==> src/rtl/fpro_mmio_arbiter.sv <==
// Two-master round-robin arbiter in front of the FPro MMIO bus.
// Each granted request becomes one registered strobe cycle (ISSUE)
// followed by one ready cycle (RESP) back to the winning master.
//
// state | meaning
// IDLE  | sample requests, pick a winner, latch its fields
// ISSUE | single-cycle strobe on the MMIO bus, capture read data
// RESP  | single-cycle ready pulse to the granted master
module fpro_mmio_arbiter #(
  parameter int ADDR_W = 21,
  parameter int DATA_W = 32
) (
  input  logic              clk,
  input  logic              reset,
  input  logic              m0_cs,
  input  logic              m0_wr,
  input  logic              m0_rd,
  input  logic [ADDR_W-1:0] m0_addr,
  input  logic [DATA_W-1:0] m0_wr_data,
  output logic [DATA_W-1:0] m0_rd_data,
  output logic              m0_ready,
  input  logic              m1_cs,
  input  logic              m1_wr,
  input  logic              m1_rd,
  input  logic [ADDR_W-1:0] m1_addr,
  input  logic [DATA_W-1:0] m1_wr_data,
  output logic [DATA_W-1:0] m1_rd_data,
  output logic              m1_ready,
  output logic              mmio_cs,
  output logic              mmio_wr,
  output logic              mmio_rd,
  output logic [ADDR_W-1:0] mmio_addr,
  output logic [DATA_W-1:0] mmio_wr_data,
  input  logic [DATA_W-1:0] mmio_rd_data
);

  typedef enum logic [1:0] {IDLE, ISSUE, RESP} state_t;

  state_t            state, state_next;
  logic              gnt_id;
  logic              op_wr;
  logic              last_grant;
  logic [ADDR_W-1:0] addr_reg;
  logic [DATA_W-1:0] wr_data_reg;
  logic [DATA_W-1:0] rd_reg;

  logic req0, req1;
  logic grant_en, grant_sel;

  // A request needs cs plus at least one qualifier; wr wins over rd.
  assign req0 = m0_cs & (m0_wr | m0_rd);
  assign req1 = m1_cs & (m1_wr | m1_rd);

  // State register.
  always_ff @(posedge clk) begin
    if (reset) state <= IDLE;
    else       state <= state_next;
  end

  // Next-state, grant decision and bus/ready decode from the state register.
  always_comb begin
    state_next = state;
    grant_en   = 1'b0;
    grant_sel  = 1'b0;
    mmio_cs    = 1'b0;
    mmio_wr    = 1'b0;
    mmio_rd    = 1'b0;
    m0_ready   = 1'b0;
    m1_ready   = 1'b0;
    case (state)
      IDLE: begin
        grant_en  = req0 | req1;
        grant_sel = (req0 & req1) ? ~last_grant : req1;
        if (grant_en) state_next = ISSUE;
      end
      ISSUE: begin
        mmio_cs    = 1'b1;
        mmio_wr    = op_wr;
        mmio_rd    = ~op_wr;
        state_next = RESP;
      end
      RESP: begin
        m0_ready   = ~gnt_id;
        m1_ready   = gnt_id;
        state_next = IDLE;
      end
      default: state_next = IDLE;
    endcase
  end

  // Latch the winner's request in IDLE and capture read data in ISSUE.
  always_ff @(posedge clk) begin
    if (reset) begin
      gnt_id      <= 1'b0;
      op_wr       <= 1'b0;
      last_grant  <= 1'b1;
      addr_reg    <= '0;
      wr_data_reg <= '0;
      rd_reg      <= '0;
    end else begin
      if (grant_en) begin
        gnt_id      <= grant_sel;
        last_grant  <= grant_sel;
        op_wr       <= grant_sel ? m1_wr : m0_wr;
        addr_reg    <= grant_sel ? m1_addr : m0_addr;
        wr_data_reg <= grant_sel ? m1_wr_data : m0_wr_data;
      end
      if (state == ISSUE && !op_wr) rd_reg <= mmio_rd_data;
    end
  end

  assign mmio_addr    = addr_reg;
  assign mmio_wr_data = wr_data_reg;
  assign m0_rd_data   = rd_reg;
  assign m1_rd_data   = rd_reg;

endmodule

==> config.mk <==
export PLATFORM = sky130hd
export DESIGN_NAME = fpro_mmio_arbiter
export DESIGN_NICKNAME = d
export VERILOG_FILES = /design/src/rtl/fpro_mmio_arbiter.sv
export SDC_FILE = /design/constraint.sdc
export NUM_CORES = 1
export LEC_CHECK = 0
export CORE_MARGIN = 3
export CORE_UTILIZATION = 32
export DETAILED_ROUTE_END_ITERATION = 10
export GPL_TIMING_DRIVEN = 0
export PLACE_DENSITY = 0.87
export SLEW_MARGIN = 40
export SYNTH_ARGS = -nofsm -noshare
export SYNTH_HDL_FRONTEND = slang
export SYNTH_SLANG_ARGS = --single-unit
export TNS_END_PERCENT = 30
==> constraint.sdc <==
create_clock -name clk -period 1.3 [get_ports clk]
set_input_delay 0.26 -clock clk [delete_from_list [all_inputs] [get_ports clk]]
set_output_delay 0.26 -clock clk [all_outputs]
set_load 0.01 [all_outputs]
==> insert_results.sql <==
INSERT INTO impl_metrics (metric_group, metric, value, unit) VALUES
('outcome', 'status', 'finished with violations', ''),
('outcome', 'violations', 'setup timing', ''),
('worst_hold_path', 'worst_hold_path.num_cells', '2', ''),
('routing', 'post_drt_via_cell_ratio', '4.769', ''),
('placement', 'place.gp.congestion', '0.7918', ''),
('logic_synthesis', 'ys.flop_type', 'sky130_fd_sc_hd__dfxtp_1', ''),
('routing', 'vias', '3863', ''),
('timing', 'tightest_slew', '0.5690', 'ns'),
('cells_and_area', 'final_core_utilization', '61.85', '%'),
('logic_synthesis', 'synth.cell_area', '3775', 'µm²'),
('global_routing', 'grt_remaining_overflow', '0', ''),
('clock_tree', 'clk-insertion-delay-late', '0.33', 'ns'),
('clock_tree', 'clock_slew_at_the_register_clock_pins_of_the_worst_setup_and_hold_paths', '0.06', 'ns'),
('timing', 'fmax', '629.3', 'MHz'),
('timing', 'final_worst_clock_skew', '0.005403', 'ns'),
('logic_synthesis', 'yosys_warnings', '0', ''),
('floorplanning', 'boundaryPins', '268', ''),
('logic_synthesis', 'synth_top_area_cell', 'sky130_fd_sc_hd__dfxtp_1', ''),
('critical_path', 'worst_setup_path_end_kind', 'flip-flop', ''),
('critical_path', 'path_max_fanout', '10', ''),
('floorplanning', 'die_h', '114.6', 'µm'),
('logic_synthesis', 'synth_top_cells_by_area', 'sky130_fd_sc_hd__dfxtp_1 48%, sky130_fd_sc_hd__mux2i_1 14%, sky130_fd_sc_hd__o2bb2ai_1 13%', ''),
('timing', 'worst_slack', '-0.2891', 'ns'),
('floorplanning', 'starting_density', '32.92', '%'),
('power', 'peakVddDrop', '549.0', 'µV'),
('critical_path', 'reg2regPathDepth', '6', ''),
('floorplanning', 'core_area', '11470', 'µm²'),
('job', 'max_cap_viols', '0', ''),
('routing', 'violation_count_after_the_first_detailed_route_iteration', '137', ''),
('routing', 'route.detailed.wl_per_inst', '16.95', 'µm'),
('timing', 'finalMaxSlewViolations', '0', ''),
('global_routing', 'grt_first_pass_wirelength', '20460', 'µm'),
('critical_path', 'critical_path.startpoint_type', 'flip-flop', ''),
('logic_synthesis', 'synth.distinct_cells', '24', ''),
('logic_synthesis', 'netlist_top_cells_count', '90 x sky130_fd_sc_hd__dfxtp_1, 64 x sky130_fd_sc_hd__nand2_1, 54 x sky130_fd_sc_hd__mux2i_1, 54 x sky130_fd_sc_hd__o2bb2ai_1, 34 x sky130_fd_sc_hd__buf_4', ''),
('clock_tree', 'clock_sink_count', '90', ''),
('power', 'powerDensity', '1075', 'nW/µm²'),
('logic_synthesis', 'synth_cells', '375', ''),
('cells_and_area', 'post_layout_net_count', '809', ''),
('critical_path', 'worstPathArrival', '1.81', 'ns'),
('timing', 'timing.final.crit_period', '1.589', 'ns'),
('placement', 'standard_cell_area_after_detailed_placement', '6616', 'µm²'),
('timing', 'finalSetupTns', '-13.81', 'ns'),
('clock_tree', 'ctsHtreeMaxLevel', '3', ''),
('clock_tree', 'root_buffer', 'sky130_fd_sc_hd__clkbuf_16', ''),
('logic_synthesis', 'post-synth-top-count-cell', 'sky130_fd_sc_hd__dfxtp_1', ''),
('cells_and_area', 'n_fill_cell', '950', ''),
('cells_and_area', 'n_antenna_cell', '0', ''),
('global_routing', 'grt_max_degree', '14', ''),
('global_routing', 'via_count_of_the_first_global_routing_pass', '4103', ''),
('logic_synthesis', 'synth_nets', '521', ''),
('routing', 'drt_first_pass_iters', '6', ''),
('cells_and_area', 'proportion_of_layout_cells_with_a_drive_suffix_above_1', '27.44', '%'),
('logic_synthesis', 'synth_top_area_share', '47.73', '%'),
('worst_hold_path', 'hold_class', 'in -> reg', ''),
('power', 'total_leakage_power', '3.374', 'nW'),
('critical_path', 'critical_path_required', '1.52', 'ns'),
('global_routing', 'antenna_found_initial', '0', ''),
('floorplanning', 'die_w', '114.6', 'µm'),
('floorplanning', 'die_area', '13140', 'µm²'),
('floorplanning', 'floorplan.rows', '39', ''),
('routing', 'drcViolationCount', '0', ''),
('placement', 'dp_hpwl', '10630', 'µm'),
('global_routing', 'overall_fraction_of_global_route_tracks_in_use', '19.73', '%'),
('timing', 'timing.final.crit_share', '122.2', '%'),
('timing', 'finalHoldViolations', '0', ''),
('cells_and_area', 'layout-area-overhead-vs-synth', '87.90', '%'),
('timing', 'final.hold.worst_slack', '0.3466', 'ns'),
('timing', 'timing.final.setup_violations', '62', ''),
('clock_tree', 'clk_path_buf_depth', '2', ''),
('routing', 'antenna_left', '0', '');
-- area by class of cell --
type	count	area (µm²)	share of cell area [%]
timing repair buffer	277	2580	36.37
clock buffer	12	256.5	3.616
clock inverter	3	15.01	0.2117
inverter	3	18.77	0.2646
buffer	61	533.0	7.515
sequential	90	1837	25.90
multi-input combinational	221	1674	23.60
tap	143	178.9	2.522
-- kinds of logic (layout without fill, tap and decap cells) --
group                  Yosys count  after routing  share of synthesized area (%)
AO/OA/AOI/OAI                   93             93                          18.00
AND/OR/NAND/NOR                 74             74                          8.088
buffers and inverters           64            356                          11.87
flip-flops                      90             90                          47.73
multiplexers                    54             54                          14.32
-- per-stage QoR --
| stage | setup slack [ns] | std cells |
|---|---|---|
| 2_1_floorplan | -0.1123 | 375 |
| 3_3_place_gp | -0.8908 | 784 |
| 3_5_place_dp | -0.9390 | 784 |
| 4_1_cts | -0.2887 | 809 |
| 5_1_grt | -0.3407 | 810 |
| 6_report | -0.2891 | 810 |
-- cells in the final DEF, fill, tap and decap left out, types with 2 or more instances in the layout --
cell | synthesis | routed
sky130_fd_sc_hd__a21oi_1 | 33 | 24
sky130_fd_sc_hd__a21oi_2 | 0 | 9
sky130_fd_sc_hd__buf_2 | 4 | 3
sky130_fd_sc_hd__buf_4 | 34 | 71
sky130_fd_sc_hd__buf_6 | 10 | 15
sky130_fd_sc_hd__buf_8 | 0 | 6
sky130_fd_sc_hd__clkbuf_1 | 13 | 5
sky130_fd_sc_hd__clkbuf_16 | 0 | 9
sky130_fd_sc_hd__clkbuf_4 | 0 | 5
sky130_fd_sc_hd__clkbuf_8 | 0 | 3
sky130_fd_sc_hd__clkdlybuf4s15_1 | 0 | 3
sky130_fd_sc_hd__clkdlybuf4s50_1 | 0 | 142
sky130_fd_sc_hd__clkinv_2 | 0 | 3
sky130_fd_sc_hd__dfxtp_1 | 90 | 62
sky130_fd_sc_hd__dfxtp_2 | 0 | 28
sky130_fd_sc_hd__dlygate4sd2_1 | 0 | 85
sky130_fd_sc_hd__inv_2 | 3 | 2
sky130_fd_sc_hd__mux2i_1 | 54 | 44
sky130_fd_sc_hd__mux2i_2 | 0 | 9
sky130_fd_sc_hd__nand2_1 | 64 | 62
sky130_fd_sc_hd__nand2_2 | 0 | 2
sky130_fd_sc_hd__o21ai_0 | 2 | 2
sky130_fd_sc_hd__o2bb2ai_1 | 54 | 47
sky130_fd_sc_hd__o2bb2ai_2 | 0 | 7
-- registers in the layout (all words and copies together) (netlist names) --
| signal | cells |
|---|---|
| m0_rd_data | 32 |
| state | 2 |
| gnt_id | 1 |
| mmio_wr_data | 32 |
| mmio_addr | 21 |
| last_grant | 1 |
| op_wr | 1 |
-- repair_timing --
action,in CTS,in global routing
cloned,1,0
gates resized for setup,209,64
setup endpoints to repair,209,107
pin swaps,2,6
hold buffers,0,0
buffers inserted,9,1
-- critical path: stages (launching register included) --
cell and delay [ns]:
sky130_fd_sc_hd__dfxtp_2 0.35, sky130_fd_sc_hd__or2_4 0.25, sky130_fd_sc_hd__a211o_1 0.28, sky130_fd_sc_hd__buf_12 0.17
sky130_fd_sc_hd__buf_6 0.16, sky130_fd_sc_hd__mux2i_2 0.19, sky130_fd_sc_hd__o2bb2ai_1 0.08
-- final timing paths --
| check | endpoint | slack (ns) | from |
|---|---|---|---|
| min | m0_rd_data[1]$_SDFFE_PP0P_ | 0.35 | reset |
| max reg2reg | mmio_wr_data[21]$_SDFFE_PP0P_ | -0.29 | state[0]$_SDFFE_PP0P_ |
| min reg2reg | mmio_wr_data[20]$_SDFFE_PP0P_ | 0.45 | mmio_wr_data[20]$_SDFFE_PP0P_ |
| max | mmio_wr_data[21]$_SDFFE_PP0P_ | -0.29 | state[0]$_SDFFE_PP0P_ |
-- where the power goes --
part,switching (mW),internal [mW]
sequential,0.157,3.02
combinational,0.865,1.20
clock,1.00,1.38
-- per-layer routing --
| metal | track usage [%] | vias up | share of wire, % |
|---|---|---|---|
| li1 | - | 1869 | - |
| met1 | 20.81 | 1789 | 37 |
| met2 | 37.49 | 190 | 53 |
| met3 | 5.074 | 15 | 8.8 |
| met4 | 6.809 | 0 | 1.6 |
| met5 | 0 | - | 0 |
Note: power is estimated with default switching activity, not from simulation.
